$ cat config.mk
export PLATFORM = sky130hd
export DESIGN_NAME = cfg_access_arbiter
export DESIGN_NICKNAME = d
export VERILOG_FILES = /design/src/rtl/cfg_access_arbiter.sv
export SDC_FILE = /design/constraint.sdc
export NUM_CORES = 1
export LEC_CHECK = 0
export ABC_AREA = 1
export CORE_MARGIN = 2
export CORE_UTILIZATION = 47
export DETAILED_ROUTE_END_ITERATION = 10
export PLACE_DENSITY = 0.84
export REMOVE_ABC_BUFFERS = 1
export SETUP_SLACK_MARGIN = 0.3
export SLEW_MARGIN = 20
export SYNTH_ARGS = -nofsm -noshare
export SYNTH_HDL_FRONTEND = slang
export SYNTH_SLANG_ARGS = --single-unit
$ cat constraint.sdc
create_clock -name clk_i -period 12 [get_ports clk_i]
set_input_delay 2.4 -clock clk_i [delete_from_list [all_inputs] [get_ports clk_i]]
set_output_delay 2.4 -clock clk_i [all_outputs]
set_load 0.05 [all_outputs]
$ cat src/rtl/cfg_access_arbiter.sv
// Two-port round-robin arbiter onto the single P-tile config-access path.
// One transaction in flight at a time, bounded by a programmable timeout.
module cfg_access_arbiter #(
  parameter int ADDR_WIDTH = 32,
  parameter int DATA_WIDTH = 32,
  parameter int RESP_WIDTH = 2,
  parameter int REG_WIDTH  = 32
) (
  input  logic                  clk_i,
  input  logic                  rst_i,
  input  logic [REG_WIDTH-1:0]  timeout_cycles_i,
  input  logic                  m0_valid_i,
  input  logic                  m0_write_i,
  input  logic [ADDR_WIDTH-1:0] m0_addr_i,
  input  logic [DATA_WIDTH-1:0] m0_wdata_i,
  output logic                  m0_ready_o,
  output logic                  m0_rsp_valid_o,
  output logic [DATA_WIDTH-1:0] m0_rsp_data_o,
  output logic                  m0_rsp_err_o,
  input  logic                  m1_valid_i,
  input  logic                  m1_write_i,
  input  logic [ADDR_WIDTH-1:0] m1_addr_i,
  input  logic [DATA_WIDTH-1:0] m1_wdata_i,
  output logic                  m1_ready_o,
  output logic                  m1_rsp_valid_o,
  output logic [DATA_WIDTH-1:0] m1_rsp_data_o,
  output logic                  m1_rsp_err_o,
  output logic                  cfg_valid_o,
  output logic                  cfg_write_o,
  output logic [ADDR_WIDTH-1:0] cfg_addr_o,
  output logic [DATA_WIDTH-1:0] cfg_wdata_o,
  input  logic                  cfg_ready_i,
  input  logic                  cfg_rsp_valid_i,
  input  logic [DATA_WIDTH-1:0] cfg_rsp_data_i,
  input  logic [RESP_WIDTH-1:0] cfg_rsp_status_i,
  output logic                  timeout_o,
  output logic                  stale_rsp_o,
  output logic                  busy_o
);

  // Handshake: a requester holds valid/write/addr/wdata stable until it sees
  // its one-cycle ready pulse; downstream cfg_valid_o holds until cfg_ready_i.
  typedef enum logic [1:0] {
    ST_IDLE  = 2'd0,
    ST_ISSUE = 2'd1,
    ST_WAIT  = 2'd2,
    ST_RESP  = 2'd3
  } state_t;

  state_t                state_q;
  logic                  last_grant_q;
  logic                  owner_q;
  logic                  write_q;
  logic [ADDR_WIDTH-1:0] addr_q;
  logic [DATA_WIDTH-1:0] wdata_q;
  logic                  cfg_valid_q;
  logic [REG_WIDTH-1:0]  cnt_q;
  logic                  tmo_en_q;
  logic                  m0_ready_q, m1_ready_q;
  logic                  m0_rsp_valid_q, m1_rsp_valid_q;
  logic [DATA_WIDTH-1:0] m0_rsp_data_q, m1_rsp_data_q;
  logic                  m0_rsp_err_q, m1_rsp_err_q;
  logic                  timeout_q;
  logic                  stale_q;

  logic                  grant_req_d;
  logic                  grant_port_d;
  logic                  in_flight_d;
  logic                  rsp_capture_d;
  logic                  expire_d;
  logic                  stale_d;
  logic                  done_d;
  logic                  done_err_d;
  logic [DATA_WIDTH-1:0] done_data_d;

  assign grant_req_d   = m0_valid_i | m1_valid_i;
  assign grant_port_d  = (m0_valid_i & m1_valid_i) ? ~last_grant_q : m1_valid_i;
  assign in_flight_d   = (state_q == ST_ISSUE) || (state_q == ST_WAIT);
  assign rsp_capture_d = cfg_rsp_valid_i &&
                         (((state_q == ST_ISSUE) && cfg_ready_i) || (state_q == ST_WAIT));
  // A completion landing in the expiry cycle takes priority over the timeout.
  assign expire_d      = in_flight_d && tmo_en_q && (cnt_q == REG_WIDTH'(1)) && !rsp_capture_d;
  assign stale_d       = cfg_rsp_valid_i && !rsp_capture_d && (state_q != ST_WAIT);
  assign done_d        = rsp_capture_d || expire_d;
  assign done_err_d    = expire_d || (cfg_rsp_status_i != '0);
  assign done_data_d   = done_err_d ? '1 : (write_q ? '0 : cfg_rsp_data_i);

  always_ff @(posedge clk_i or posedge rst_i) begin
    if (rst_i) begin
      state_q        <= ST_IDLE;
      last_grant_q   <= 1'b1;
      owner_q        <= 1'b0;
      write_q        <= 1'b0;
      addr_q         <= '0;
      wdata_q        <= '0;
      cfg_valid_q    <= 1'b0;
      cnt_q          <= '0;
      tmo_en_q       <= 1'b0;
      m0_ready_q     <= 1'b0;
      m1_ready_q     <= 1'b0;
      m0_rsp_valid_q <= 1'b0;
      m1_rsp_valid_q <= 1'b0;
      m0_rsp_data_q  <= '0;
      m1_rsp_data_q  <= '0;
      m0_rsp_err_q   <= 1'b0;
      m1_rsp_err_q   <= 1'b0;
      timeout_q      <= 1'b0;
      stale_q        <= 1'b0;
    end else begin
      m0_ready_q     <= 1'b0;
      m1_ready_q     <= 1'b0;
      m0_rsp_valid_q <= 1'b0;
      m1_rsp_valid_q <= 1'b0;
      timeout_q      <= 1'b0;
      stale_q        <= stale_d;
      if (in_flight_d && tmo_en_q) cnt_q <= cnt_q - REG_WIDTH'(1);
      case (state_q)
        ST_IDLE: begin
          if (grant_req_d) begin
            owner_q      <= grant_port_d;
            last_grant_q <= grant_port_d;
            m0_ready_q   <= ~grant_port_d;
            m1_ready_q   <= grant_port_d;
            write_q      <= grant_port_d ? m1_write_i : m0_write_i;
            addr_q       <= grant_port_d ? m1_addr_i  : m0_addr_i;
            wdata_q      <= grant_port_d ? m1_wdata_i : m0_wdata_i;
            cnt_q        <= timeout_cycles_i;
            tmo_en_q     <= |timeout_cycles_i;
            cfg_valid_q  <= 1'b1;
            state_q      <= ST_ISSUE;
          end
        end
        ST_ISSUE, ST_WAIT: begin
          if (done_d) begin
            cfg_valid_q <= 1'b0;
            timeout_q   <= expire_d;
            state_q     <= ST_RESP;
            if (owner_q) begin
              m1_rsp_valid_q <= 1'b1;
              m1_rsp_data_q  <= done_data_d;
              m1_rsp_err_q   <= done_err_d;
            end else begin
              m0_rsp_valid_q <= 1'b1;
              m0_rsp_data_q  <= done_data_d;
              m0_rsp_err_q   <= done_err_d;
            end
          end else if ((state_q == ST_ISSUE) && cfg_ready_i) begin
            cfg_valid_q <= 1'b0;
            state_q     <= ST_WAIT;
          end
        end
        ST_RESP: state_q <= ST_IDLE;
        default: state_q <= ST_IDLE;
      endcase
    end
  end

  assign m0_ready_o     = m0_ready_q;
  assign m1_ready_o     = m1_ready_q;
  assign m0_rsp_valid_o = m0_rsp_valid_q;
  assign m1_rsp_valid_o = m1_rsp_valid_q;
  assign m0_rsp_data_o  = m0_rsp_data_q;
  assign m1_rsp_data_o  = m1_rsp_data_q;
  assign m0_rsp_err_o   = m0_rsp_err_q;
  assign m1_rsp_err_o   = m1_rsp_err_q;
  assign cfg_valid_o    = cfg_valid_q;
  assign cfg_write_o    = write_q;
  assign cfg_addr_o     = addr_q;
  assign cfg_wdata_o    = wdata_q;
  assign timeout_o      = timeout_q;
  assign stale_rsp_o    = stale_q;
  assign busy_o         = (state_q != ST_IDLE);

endmodule

==> summary.txt <==
Routing
  • DRT antenna net count: 0
  • TritonRoute pass-1 iters: 5
  • Drt total wl: approximately 29000 microns
  • DRT iter0 DRCs: between 600 and 700
  • DRC errors left: 0
  • Routed length per instance: between 15 and 20 microns
  • Via Count: 8578
  • Via/cell ratio: 5.237

Logic synthesis
  • Asr flop ratio synth: 100.0%
  • Post-Syn Area per Cell: approximately 7.8 sq um
  • Mapped cell area: 8369 sq um
  • Top FF cell, synth: dfrtp_1
  • Synth top area share: approximately 52%
  • Top cells by area, synth: dfrtp_1 (52%), nand2_1 (20%), nand3_1 (5.1%)
  • Synth Instances: ~1100
  • Most common cell in the netlist: nand2_1
  • Ys Warns: 0
  • Synth top cells by count: nand2_1 (436), dfrtp_1 (174), nor2_1 (105)
  • Post-synth EDFFs: 0
  • Synthesis-stage register bit count: roughly 180
  • Yosys cell types: 36
  • Sequential area share after synthesis: between 50 and 60%
  • Synth area leader: dfrtp_1

Clock network
  • Clk sink count: roughly 180
  • Cts hold-fix bufs: 0
  • Clock Path Buffers: 2
  • Resize count post-CTS: 0
  • H-tree levels: 4
  • Num CTS Buffers: 17
  • Clk Latency, worst-skew pair: 0.43 ns
  • CTS Root Cell: clkbuf_16
  • Clk slew on worst S/H paths: ~0.070 ns
  • CTS tree: built
  • Post-CTS setup buffers: 0

GRT
  • Grt total ovfl: 0
  • Total GRT Usage: a little under a third
  • Largest net degree at the start of global routing: 70
  • Initial antenna violation count: 5
  • First-pass GRT wire length: around 44000 microns
  • Vias in the first global route: ~8300

Timing
  • Clock Skew: 0.01160 ns
  • Peak Freq: roughly 0.21 GHz
  • Final Hold Vio Count: 0
  • Final setup viols: 0
  • Crit share post-route: 39.03%
  • RSZ-0062 raised after global routing: no
  • Least-Margin Pin Slew: 1.092 ns
  • Total negative slack: 0 ns
  • Slew HR: 26.77%
  • Final Max Slew Viols: 0
  • Post-layout min period: around 4.7 ns

Die
  • Row cnt: 48
  • Die ar.: between 15000 and 20000 sq um
  • Core Region: about 17000 sq um
  • I/O pin count: 341
  • Die height: 137.4 microns
  • Initial Util: roughly half
  • Chip width: ~140 microns

Power and ir drop
  • Register share of total power: between 20% and 30%
  • Peak VDD IR: 180.3 uV
  • Internal power: roughly 0.0019 W
  • Leak: 5.785 nW
  • Switching pwr: 0.001901 W
  • Combinational power share: 56.4%
  • Clk pwr share: ~16%
  • Switching share of power: 49.88%
  • Pwr dens: ~300 nW/um^2

Run status
  • Outcome: completed

Worst hold path
  • HP Class: flop to flop

Placement
  • Port Buffers: 340
  • Post-DP HPWL: ~20000 microns
  • DP Area: roughly 12000 sq um
  • RD Place Congestion: roughly 0.94
  • Placed Instances: about 1600

Job
  • Max cap viols: 0

Setup path
  • Critical path's largest stage delay: 0.60 ns
  • Crit Path Max Fanout: a little under 70
  • Worst Path Required: 12.32 ns
  • Worst path arrival time: 5.00 ns
  • WS Path Type: primary input to flop
  • Kind of capture point of the worst setup path: flop
  • Cells along the critical path: clkdlybuf4s50_1, nor2_1, nor2_4, clkinv_2, buf_4, nor2_2, buf_4, nand2_1, o211ai_1
  • CP most frequent cell: buf_4
  • Crit start category: primary input
  • Slowest CP cell: buf_4

Cells and area
  • Final Non-Filler Cells: around 1600
  • NumNets Final: approximately 1600
  • Fraction of final layout cells with drive strength greater than 1: ~4.5%
  • Layout area overhead: 49.66%
  • Cell area after layout: about 13000 sq um
==> placed cells by master, fill, tap and decap left out, types with 3 or more instances in the layout <==
cell type and instances:
clkinvlp_4 3, bufinv_16 4, clkinv_2 3, nor2_1 101, nand2_1 436, nor2_2 6
clkbuf_16 17, diode_2 5, clkdlybuf4s50_1 340, buf_4 10, ha_1 6, o21ai_0 86
a21oi_1 20, xor2_1 10, clkinv_4 3, nand2_2 3, nand3_1 86, dfrtp_1 174
nor3_1 3, nor4_1 8, nand4_1 10, inv_1 49
==> critical path: cells and delay by family <==
family / cells / cell delay [ns]
buf+inv: 4 / 1.97
simple gates: 4 / 0.50
compound gates: 1 / 0.09
==> through the flow <==
step | utilization [%] | power (W) | hold WS (ns) | setup WS [ns]
CTS | 72.09 | 0.003814 | 0.4814 | 7.344
global route | 72.17 | 0.004004 | 0.5054 | 7.133
detailed placement | 68.53 | 0.003210 | 0.4652 | 6.903
finish | 72.17 | 0.003811 | 0.4802 | 7.316
global placement | 68.53 | 0.003164 | 0.4619 | 6.938
floorplan | - | 0.002423 | 0.4440 | 4.856
==> power groups by stage <==
stage,Combinational (W),Sequential [W],Clock [W]
2_1_floorplan,0.000598,0.00182,0
3_3_place_gp,0.00210,0.00106,0
3_5_place_dp,0.00214,0.00107,0
4_1_cts,0.00215,0.00107,0.000594
5_1_grt,0.00228,0.00110,0.000621
6_report,0.00215,0.00107,0.000591
==> cell families after synthesis <==
logic type	synth area share, %
compound gates	7.012
xor+xnor	1.256
fa+ha+maj	0.8970
buf+inv	5.442
flops	52.34
simple gates	33.05
==> cell type report <==
| type | count | area [sq um] |
|---|---|---|
| clock buffers | 18 | 429.2 |
| clock inverters | 13 | 190.2 |
| flip-flops and latches | 175 | 4380 |
| inverters | 53 | 205.2 |
| repair buffers | 350 | 3478 |
| fillers | 1345 | 4831 |
| multi-input cells | 799 | 3548 |
| well taps | 225 | 281.5 |
| diodes | 5 | 12.51 |
==> routing by layer <==
| layer | vias up | track usage (%) | part of all wire [%] |
|---|---|---|---|
| met3 | 61 | 7.579 | 7.9 |
| li1 | 4069 | - | - |
| met4 | 0 | 12.49 | 3.8 |
| met2 | 410 | 51.19 | 50 |
| met5 | - | 0 | 0 |
| met1 | 4038 | 36.95 | 38 |
==> state kept, by name, summed over array words and instances, names as in the netlist, 2 cells and up <==
signal         count
cfg_addr_o        32
cfg_wdata_o       32
cnt_q             32
m0_rsp_data_o     32
m1_rsp_data_o     32
state_q            2
==> worst paths after layout <==
kind / start / end / cells after the start / slack (ns)
min in group asynchronous: rst_i / cfg_addr_o[18] / 2 / 2.43
max: m0_valid_i / cfg_write_o / 9 / 7.32
min reg2reg: m0_rsp_data_o[18] / m0_rsp_data_o[18] / 2 / 0.48
max in group asynchronous: rst_i / m1_rsp_data_o[30] / 4 / 7.66
max reg2reg: state_q[1] / cfg_write_o / 10 / 8.88
min: m0_rsp_data_o[18] / m0_rsp_data_o[18] / 2 / 0.48
(Power assumes the default switching activity.)
==> RTL change (same flow settings) <==
Re-encode `state_t` (4 states) as Gray code, 2 bits wide.
--- a/src/rtl/cfg_access_arbiter.sv
+++ b/src/rtl/cfg_access_arbiter.sv
@@ -42,8 +42,8 @@
   // its one-cycle ready pulse; downstream cfg_valid_o holds until cfg_ready_i.
   typedef enum logic [1:0] {
-    ST_IDLE  = 2'd0,
-    ST_ISSUE = 2'd1,
-    ST_WAIT  = 2'd2,
-    ST_RESP  = 2'd3
+    ST_IDLE  = 2'b00,
+    ST_ISSUE = 2'b01,
+    ST_WAIT  = 2'b11,
+    ST_RESP  = 2'b10
   } state_t;
 
Check against the original RTL: no difference found for any inputs over 4 cycles, from zero or initial values and one cycle with rst_i high; so few cycles prove little.
==> RTL change against the original RTL <==
Synthesized cell count about the same. Worst setup slack better by 0.27 ns. Global-route usage down 0.46 points. Design area up 1.0%. Power up 0.10%. Area after synthesis up 1.9%. Routed wire length up 0.97%. Sequential cell count unchanged. Largest power group unchanged.
==> RTL change: results (changes against the original RTL) <==
metric	value	unit	change
outcome	completed		
grt_usage	0.2981		-0.004640
drt_iter0_markers	555		-13%
synth.top_cells.by_count	nand2_1 (436), dfrtp_1 (174), nor2_1 (98)		
cts_resized	0		unchanged
drive_gt1_frac	0.07265		+0.02791
root_buffer	clkbuf_16		
synthDistinctLibCells	34		-5.6%
grt_overflow	0		unchanged
max_slew_margin	0.2536		-0.01417
crit_path_top_delay_cell	clkinv_2		
dr.pass1.iters	6		+1
placed_area	0.01199	mm2	+0.82%
dp_slack	7.120	ns	+0.2167 ns
synth.yosys.seq_area_share	0.5136		-0.009828
grt_pass1_wl	45370	um	+3.4%
worstPathArrival	4.73	ns	-0.27 ns
io_buffers	340		unchanged
ys.flop_type	dfrtp_1		
placedCellCount	1600		-0.12%
crit_path_max_incr_delay	0.61	ns	
p_leak	5.762	nW	-0.40%
dp_hpwl	20300	um	+0.28%
async_flop_share	1.000		unchanged
yosys-top-cells-area	dfrtp_1 (51%), nand2_1 (19%), nor2_1 (4.3%)		
synth_warnings	0		unchanged
grt_max_degree	111		+59%
gp_congestion	0.9370		-0.30%
drt.antenna.violating_nets	0		unchanged
fin_skew	0.01219	ns	+0.0005995 ns
hold_class	flop to flop		
wl	29160	um	+0.97%
cts_buffers	17		unchanged
cts_htree_levels	4		unchanged
via_count	8601		+0.27%
insertion_delay	0.43	ns	about the same
ir_worst_vdd	193.6	uV	+7.4%
antenna_found_initial	6		+1
path_max_fanout	57		-17%
viasPerCell	5.248		+0.21%
post-cts-setup-buffers	0		unchanged
cp_top_family	buffers and inverters		
avgSynthCellArea	7.920	um2	+2.0%
-- RTL change: changes by cell type in the layout (fill, tap and decap cells not counted), moves of 5 or more --
cell     change
a21oi_1      -5
nor2_1       -6
buf_4        -5
nor2_4       +7
o21ai_0     -21
o21ai_1     +24
nand3_2     +27
nand3_1     -18
-- RTL change: kinds of logic after synthesis --
logic type	synth area share
adder cells (fa/ha/maj)	0.002933
XOR/XNOR	0.01232
multiplexers	0.001174
AND/OR/NAND/NOR	0.3452
flip-flops	0.5136
buffers and inverters	0.05926
AO/OA/AOI/OAI	0.06557
-- RTL change: final timing paths --
path	from	to	slack [ns]	depth (start not counted)
max in group asynchronous	rst_i	cfg_wdata_o[5]	8.13	3
max reg2reg	state_q[0]	cnt_q[27]	9.33	8
min in group asynchronous	rst_i	m0_rsp_data_o[26]	2.54	2
min reg2reg	m1_rsp_data_o[17]	m1_rsp_data_o[17]	0.48	2
min	m1_rsp_data_o[17]	m1_rsp_data_o[17]	0.48	2
max	m0_valid_i	cnt_q[27]	7.59	8
-- RTL change: cell type report --
type | instances | area, um2
inverters | 55 | 225.2
clock inverters | 14 | 180.2
fillers | 1392 | 5246
diodes | 6 | 15.01
well taps | 229 | 286.5
flip-flops and latches | 175 | 4380
clock buffers | 18 | 439.2
multi-input cells | 796 | 3661
repair buffers | 346 | 3468
-- RTL change: per-stage QoR --
stage	util	total power, mW
CTS	0.7044	3.822
detailed placement	0.6698	3.214
finish	0.7069	3.815
global placement	0.6698	3.166
global route	0.7069	3.998
floorplan	-	2.432
-- RTL change: routing by layer --
metal / part of all wire / wire length [um] / GRT usage
met1: 0.38 / 11070 / 0.3480
met2: 0.49 / 14430 / 0.5029
met3: 0.066 / 1929 / 0.07286
met4: 0.059 / 1727 / 0.1733
met5: 0 / 0 / 0
-- RTL change: tightest hold or removal path, delay by kind of cell, from the launching register on --
family / cells / cell delay (ns)
simple gates: 2 / 0.11
flops: 1 / 0.34
-- RTL change: where the power goes --
part           switching, mW  internal, mW  leakage [nW]  total (mW)
clock network          0.252         0.339         0.309       0.591
logic                   1.46         0.676          3.36        2.13
registers              0.205         0.887          2.10        1.09
